$ cat config.mk
export PLATFORM = sky130hd
export DESIGN_NAME = fdivsqrt_seq
export DESIGN_NICKNAME = d
export VERILOG_FILES = /design/src/rtl/fdivsqrt_seq_pkg.sv /design/src/rtl/fdivsqrt_stepcnt.sv /design/src/rtl/fdivsqrt_seq.sv
export SDC_FILE = /design/constraint.sdc
export NUM_CORES = 1
export LEC_CHECK = 0
export BUFFER_PORTS_ARGS = -buffer_cell sky130_fd_sc_hd__buf_2
export CAP_MARGIN = 40
export CORE_MARGIN = 8
export CORE_UTILIZATION = 40
export CTS_BUF_LIST = sky130_fd_sc_hd__clkbuf_8
export CTS_CLUSTER_DIAMETER = 150
export DETAILED_ROUTE_END_ITERATION = 12
export PLACE_DENSITY = 0.73
export RECOVER_POWER = 100
export SYNTH_ARGS = -nofsm -noshare
export SYNTH_HDL_FRONTEND = slang
export SYNTH_SLANG_ARGS = --single-unit
$ cat constraint.sdc
create_clock -name clk -period 2.06 [get_ports clk]
set_input_delay 0 -clock clk [delete_from_list [all_inputs] [get_ports clk]]
set_output_delay 0 -clock clk [all_outputs]
set_load 0.05 [all_outputs]
$ cat src/rtl/fdivsqrt_seq_pkg.sv
// Shared definitions for the divide/sqrt iteration sequencer: state encoding
// and the step-counter width derived from the widest iteration count.
package fdivsqrt_seq_pkg;

  localparam int XLEN       = 64;
  localparam int LOGR       = 1;
  localparam int NF         = 52;
  // Double-precision significand plus integer, guard and rounding digits.
  localparam int FP_CYCLES  = NF + 4;
  localparam int INT_CYCLES = XLEN / LOGR;

  function automatic int max_int(input int a, input int b);
    return (a > b) ? a : b;
  endfunction

  localparam int MAX_CYCLES = max_int(FP_CYCLES, INT_CYCLES);
  localparam int CNTW       = $clog2(MAX_CYCLES + 1);

  typedef enum logic [1:0] {
    FDIV_IDLE = 2'd0,
    FDIV_BUSY = 2'd1,
    FDIV_DONE = 2'd2
  } fdivsqrt_state_t;

endpackage

$ cat src/rtl/fdivsqrt_stepcnt.sv
// Loadable down-counter for the remaining iteration count. Clear beats load,
// load beats decrement, and a decrement at zero holds zero.
module fdivsqrt_stepcnt #(
  parameter int W = 7
) (
  input  logic         clk,
  input  logic         reset,
  input  logic         clr_i,
  input  logic         load_i,
  input  logic [W-1:0] load_val_i,
  input  logic         dec_i,
  output logic [W-1:0] cnt_o,
  output logic         is_one_o
);

  localparam logic [W-1:0] CNT_ZERO = {W{1'b0}};
  localparam logic [W-1:0] CNT_ONE  = {{(W-1){1'b0}}, 1'b1};

  logic [W-1:0] cnt_d;
  logic [W-1:0] cnt_q;

  always_comb begin
    cnt_d = cnt_q;
    if (clr_i) begin
      cnt_d = CNT_ZERO;
    end else if (load_i) begin
      cnt_d = load_val_i;
    end else if (dec_i && (cnt_q != CNT_ZERO)) begin
      cnt_d = cnt_q - CNT_ONE;
    end else begin
      cnt_d = cnt_q;
    end
  end

  always_ff @(posedge clk) begin
    if (reset) begin
      cnt_q <= CNT_ZERO;
    end else begin
      cnt_q <= cnt_d;
    end
  end

  assign cnt_o    = cnt_q;
  assign is_one_o = (cnt_q == CNT_ONE);

endmodule

$ cat src/rtl/fdivsqrt_seq.sv
// Iteration sequencer for the shared divide/sqrt datapath: start strobe,
// busy/done handshake, early exit on zero residual and special-case bypass.
module fdivsqrt_seq
  import fdivsqrt_seq_pkg::*;
#(
  parameter int CNTW = fdivsqrt_seq_pkg::CNTW
) (
  input  logic            clk,
  input  logic            reset,
  input  logic            FDivStartE,
  input  logic            IDivStartE,
  input  logic            StallM,
  input  logic            FlushE,
  input  logic            SpecialCaseE,
  input  logic            WZeroE,
  input  logic [CNTW-1:0] CyclesE,
  output logic            IFDivStartE,
  output logic            FDivBusyE,
  output logic            FDivDoneE,
  output logic            FirstIterE,
  output logic [CNTW-1:0] StepE
);

  localparam logic [CNTW-1:0] CYC_ZERO = {CNTW{1'b0}};
  localparam logic [CNTW-1:0] CYC_ONE  = {{(CNTW-1){1'b0}}, 1'b1};

  fdivsqrt_state_t state_d;
  fdivsqrt_state_t state_q;
  logic            first_d;
  logic            first_q;

  logic            start_req;
  logic [CNTW-1:0] cycles_sat;
  logic            cnt_clr;
  logic            cnt_load;
  logic            cnt_dec;
  logic            step_is_one;

  // Both decoder sources collapse into one request.
  assign start_req  = FDivStartE | IDivStartE;
  assign cycles_sat = (CyclesE == CYC_ZERO) ? CYC_ONE : CyclesE;

  // State and first-iteration flag registers.
  always_ff @(posedge clk) begin
    if (reset) begin
      state_q <= FDIV_IDLE;
      first_q <= 1'b0;
    end else begin
      state_q <= state_d;
      first_q <= first_d;
    end
  end

  // Next-state and step-counter control; flush overrides the state logic.
  always_comb begin
    state_d  = state_q;
    cnt_clr  = 1'b0;
    cnt_load = 1'b0;
    cnt_dec  = 1'b0;
    if (FlushE) begin
      state_d = FDIV_IDLE;
      cnt_clr = 1'b1;
    end else begin
      case (state_q)
        FDIV_IDLE: begin
          if (IFDivStartE && SpecialCaseE) begin
            state_d = FDIV_DONE;
            cnt_clr = 1'b1;
          end else if (IFDivStartE) begin
            state_d  = FDIV_BUSY;
            cnt_load = 1'b1;
          end else begin
            state_d = FDIV_IDLE;
          end
        end
        FDIV_BUSY: begin
          if (step_is_one || WZeroE) begin
            state_d = FDIV_DONE;
            cnt_clr = 1'b1;
          end else begin
            state_d = FDIV_BUSY;
            cnt_dec = 1'b1;
          end
        end
        FDIV_DONE: begin
          if (StallM) begin
            state_d = FDIV_DONE;
          end else begin
            state_d = FDIV_IDLE;
          end
        end
        default: begin
          state_d = FDIV_IDLE;
          cnt_clr = 1'b1;
        end
      endcase
    end
  end

  // The first flag is only ever live for the BUSY cycle right after a start.
  always_comb begin
    first_d = 1'b0;
    if (FlushE) begin
      first_d = 1'b0;
    end else begin
      first_d = IFDivStartE & ~SpecialCaseE;
    end
  end

  // Handshake outputs derived from state and the live request.
  always_comb begin
    IFDivStartE = 1'b0;
    FDivBusyE   = 1'b0;
    FDivDoneE   = 1'b0;
    FirstIterE  = 1'b0;
    if (state_q == FDIV_IDLE) begin
      IFDivStartE = start_req & ~StallM & ~FlushE;
    end else begin
      IFDivStartE = 1'b0;
    end
    FDivBusyE  = (state_q == FDIV_BUSY) | IFDivStartE;
    FDivDoneE  = (state_q == FDIV_DONE);
    FirstIterE = (state_q == FDIV_BUSY) & first_q;
  end

  fdivsqrt_stepcnt #(
    .W(CNTW)
  ) u_stepcnt (
    .clk       (clk),
    .reset     (reset),
    .clr_i     (cnt_clr),
    .load_i    (cnt_load),
    .load_val_i(cycles_sat),
    .dec_i     (cnt_dec),
    .cnt_o     (StepE),
    .is_one_o  (step_is_one)
  );

endmodule

==> impl_results.md <==
* Pre-antenna DRT Iters at 4
* Reg clk slew, reported paths at 0.05 ns
* Wirelength, routed at 1.65 mm
* CTS tree: done
* Synth Area in Simple Gates at 25.2%
* CP Data Arrival Time at 2.10 ns
* Area grow syn2layout at 35.7%
* Unrepaired setup endpoints after global routing: false
* ANT nets after route at 0
* Max Cap Viol at 0
* Final setup viols at 0
* Req. time, crit path at 2.20 ns
* Max Transition Viols Final at 0
* DR vias/cell at 5.16
* Vias in the first global route at 676
* DRC Markers at 0
* Share of layout cells above drive strength 1 at 25.7%
* Cell Area, Synth at 617 um^2
* Fmax at 510 MHz
* Post-DR wirelength/cell at 13.6 um
* Buffers on Ports at 25
* Worst path top cell family by delay: compound AO/OA/AOI/OAI gates
* Largest net degree at the start of global routing at 10
* Final instance area at 837 um^2
* Die height at 55.3 um
* Die Wd at 55.3 um
* Final hold vios at 0
* First-pass GRT wire length at 2.85 mm
* Reg2Reg Setup Slack at 0.10 ns
* Initial Utilization at 41.9%
* TritonCTS buffer count at 3
* Largest cells by area after synthesis: dfxtp_1, ha_1, xor2_1, a211oi_1, nor2_1
* Synth Area per Inst at 8.69 um^2
* Finished Layout Cells at 121
* Internal power at 354 uW
* Seq/Total Area, Yosys at 32.5%
* Clock power share at 42.1%
* P_sw at 127 uW
* GRT overflow at 0
* ANT cells at 0
* Initial antenna violation count at 0
* Mux cell area share after synthesis at 0%
* Critical Path Source Type: flop
* Critical-path cell list: inv_1 -> ha_1 -> o21ba_1 -> a2111oi_4 -> buf_4 -> nand2_1 -> xor2_1 -> a211oi_1
* Post-Syn Nets at 89
* Row count at 14
* Count of synthesis-stage warnings from yosys at 0
* Clock skew at 0.00680 ns
* Vias at 624
* Yosys cell types at 25
* Clock Latency Late Sink at 0.23 ns
* Num Clock Sinks at 10
* Worst min path class: input pin to flop
* Crit path time final at 1.96 ns
* Max-Slew Margin vs Limit at 59.2%
* Num ports at 26
* Switch share at 26.4%
* Largest family of logic cells by synthesized area: simple AND/OR/NAND/NOR gates
* Final HPWL from detailed placement at 1.28 mm
* Logic pwr share at 16.1%
* Outcome: completed
* Leading area contributor after synthesis: dfxtp_1
* Worst-Margin Slew at 0.614 ns
* Die area at 3050 um^2
* Fin crit share at 95.1%
* Htree depth at 1
* Area post-placement at 777 um^2
* Setup TNS Final at 0 ns
* 1st-iter DRT viols at 8
* # nets final at 124
* All-Layer GR Usage at 11.3%
* Synth Instances at 71
* Crit. End Element: flop
* Power per cell area at 574 nW/um^2
* Sequential share of power at 41.8%
* CP Buf/Inv Count at 2
* Synth Area in Compound Gates at 23.3%
* Core Box Area at 1470 um^2
* CP max stage delay at 0.37 ns
* Xor/xnor share of the synthesized area at 8.52%
* Yosys top cell area share at 32.5%
* Number of synthesized register bits at 10
* Area share of fa/ha/maj cells after synthesis at 6.09%
* Hold Slack at 0.0311 ns
* CTS max path bufs at 2
* P_leak at 0.000322 uW
* CP max stage cell: dfxtp_4
* Routability congestion estimate at 0.752
* Maximum vdd drop at 0.000294 V
* Crit-path max FO at 7
* Total power at 481 uW
* Kind of critical path: flop to flop
* DP Cell Count at 113
* Clk root buf: clkbuf_8
[cell usage in the layout (no fill, tap or decap)]
cell / netlist / layout
buf_2: 1 / 14
clkbuf_1: 0 / 12
nor2_1: 8 / 8
dfxtp_1: 10 / 8
inv_1: 6 / 7
nand2_1: 5 / 5
nand2b_1: 4 / 4
nor3_1: 4 / 4
a211oi_1: 4 / 4
nand3_1: 4 / 4
xor2_1: 4 / 4
buf_4: 0 / 4
a21oi_1: 3 / 3
ha_1: 3 / 3
clkbuf_8: 0 / 3
xnor2_1: 2 / 2
a211oi_2: 2 / 2
nor2b_1: 1 / 1
nor4_1: 1 / 1
o21ai_0: 1 / 1
nor4_4: 1 / 1
o21ba_1: 1 / 1
a2111oi_4: 1 / 1
or4_1: 1 / 1
a211o_1: 1 / 1
a31oi_1: 1 / 1
o22a_1: 1 / 1
o211ai_1: 1 / 1
dlygate4sd3_1: 0 / 1
dfxtp_4: 0 / 1
dfxtp_2: 0 / 1
[tightest hold or removal path: cells and delay by family]
kind | cells | cell delay (ns)
buffers and inverters | 1 | 0.10
and+or+nand+nor | 1 | 0.05
AOI/OAI and AO/OA | 1 | 0.05
[power groups by stage]
stage	registers, uW	clock network, uW	logic [uW]
after floorplan	212	0	38.7
after global placement	204	0	76.7
after detailed placement	204	0	77.5
after CTS	201	209	79.3
after global routing	201	221	84.4
final	201	203	77.3
[registers in the layout, summed over array words and instances (netlist names)]
register / flops
u_stepcnt.cnt_o: 7
first_q: 1
state_q: 2
[layer usage]
layer | share of wire (%) | up-vias | GRT usage (%)
li1 | - | 320 | -
met1 | 47 | 281 | 13.0
met2 | 48 | 19 | 17.9
met3 | 4.4 | 4 | 2.74
met4 | 1.1 | 0 | 7.75
met5 | 0 | - | 0
[cell type report]
cell class                 instances  area, um^2
fill                             150         634
multi-input combinational         54         389
sequential                        10         205
timing repair buffer              31         155
clock buffer                       3        41.3
inverter                           6        22.5
tap                               16        20.0
clock inverter                     1        3.75
[metrics by stage]
stage	setup WS (ns)	utilization [%]
floorplan	0.00169	-
global placement	0.145	52.8
detailed placement	0.0982	52.8
CTS	0.0629	56.5
global route	0.000133	56.9
finish	0.100	56.9
[synthesized netlist by cell type, drive strengths merged]
| cell | number |
|---|---|
| ha | 3 |
| nand3 | 4 |
| buf | 1 |
| a21oi | 3 |
| a211oi | 6 |
| or4 | 1 |
| o21ai | 1 |
| nor4 | 2 |
| o21ba | 1 |
| o211ai | 1 |
| nand2b | 4 |
| o22a | 1 |
| dfxtp | 10 |
| inv | 6 |
| a2111oi | 1 |
| xor2 | 4 |
| nand2 | 5 |
| a31oi | 1 |
| nor2 | 8 |
| nor3 | 4 |
| xnor2 | 2 |
| nor2b | 1 |
| a211o | 1 |
[timing repair]
action	in CTS	in global routing
endpoints found under the setup margin	0	5
hold buffers	1	0
endpoints found under the hold margin	1	0
buffers inserted	0	3
resized for setup	0	0
[logic make-up (layout without fill, tap and decap cells)]
| family | Yosys count | after routing |
|---|---|---|
| simple gates | 29 | 29 |
| compound gates | 16 | 16 |
| flops | 10 | 10 |
| buf+inv | 7 | 41 |
| xor+xnor | 6 | 6 |
| fa+ha+maj | 3 | 3 |
[worst paths after layout]
path	start	end	cells past startpoint
worst max-delay path	u_stepcnt.cnt_o[0]$_SDFFE_PP0P_	u_stepcnt.cnt_o[2]$_SDFFE_PP0P_	8
worst min-delay path	StallM	state_q[1]$_SDFF_PP0_	3
worst max register to register	u_stepcnt.cnt_o[0]$_SDFFE_PP0P_	u_stepcnt.cnt_o[2]$_SDFFE_PP0P_	8
worst min register to register	u_stepcnt.cnt_o[0]$_SDFFE_PP0P_	u_stepcnt.cnt_o[0]$_SDFFE_PP0P_	2
(Power assumes the default switching activity.)
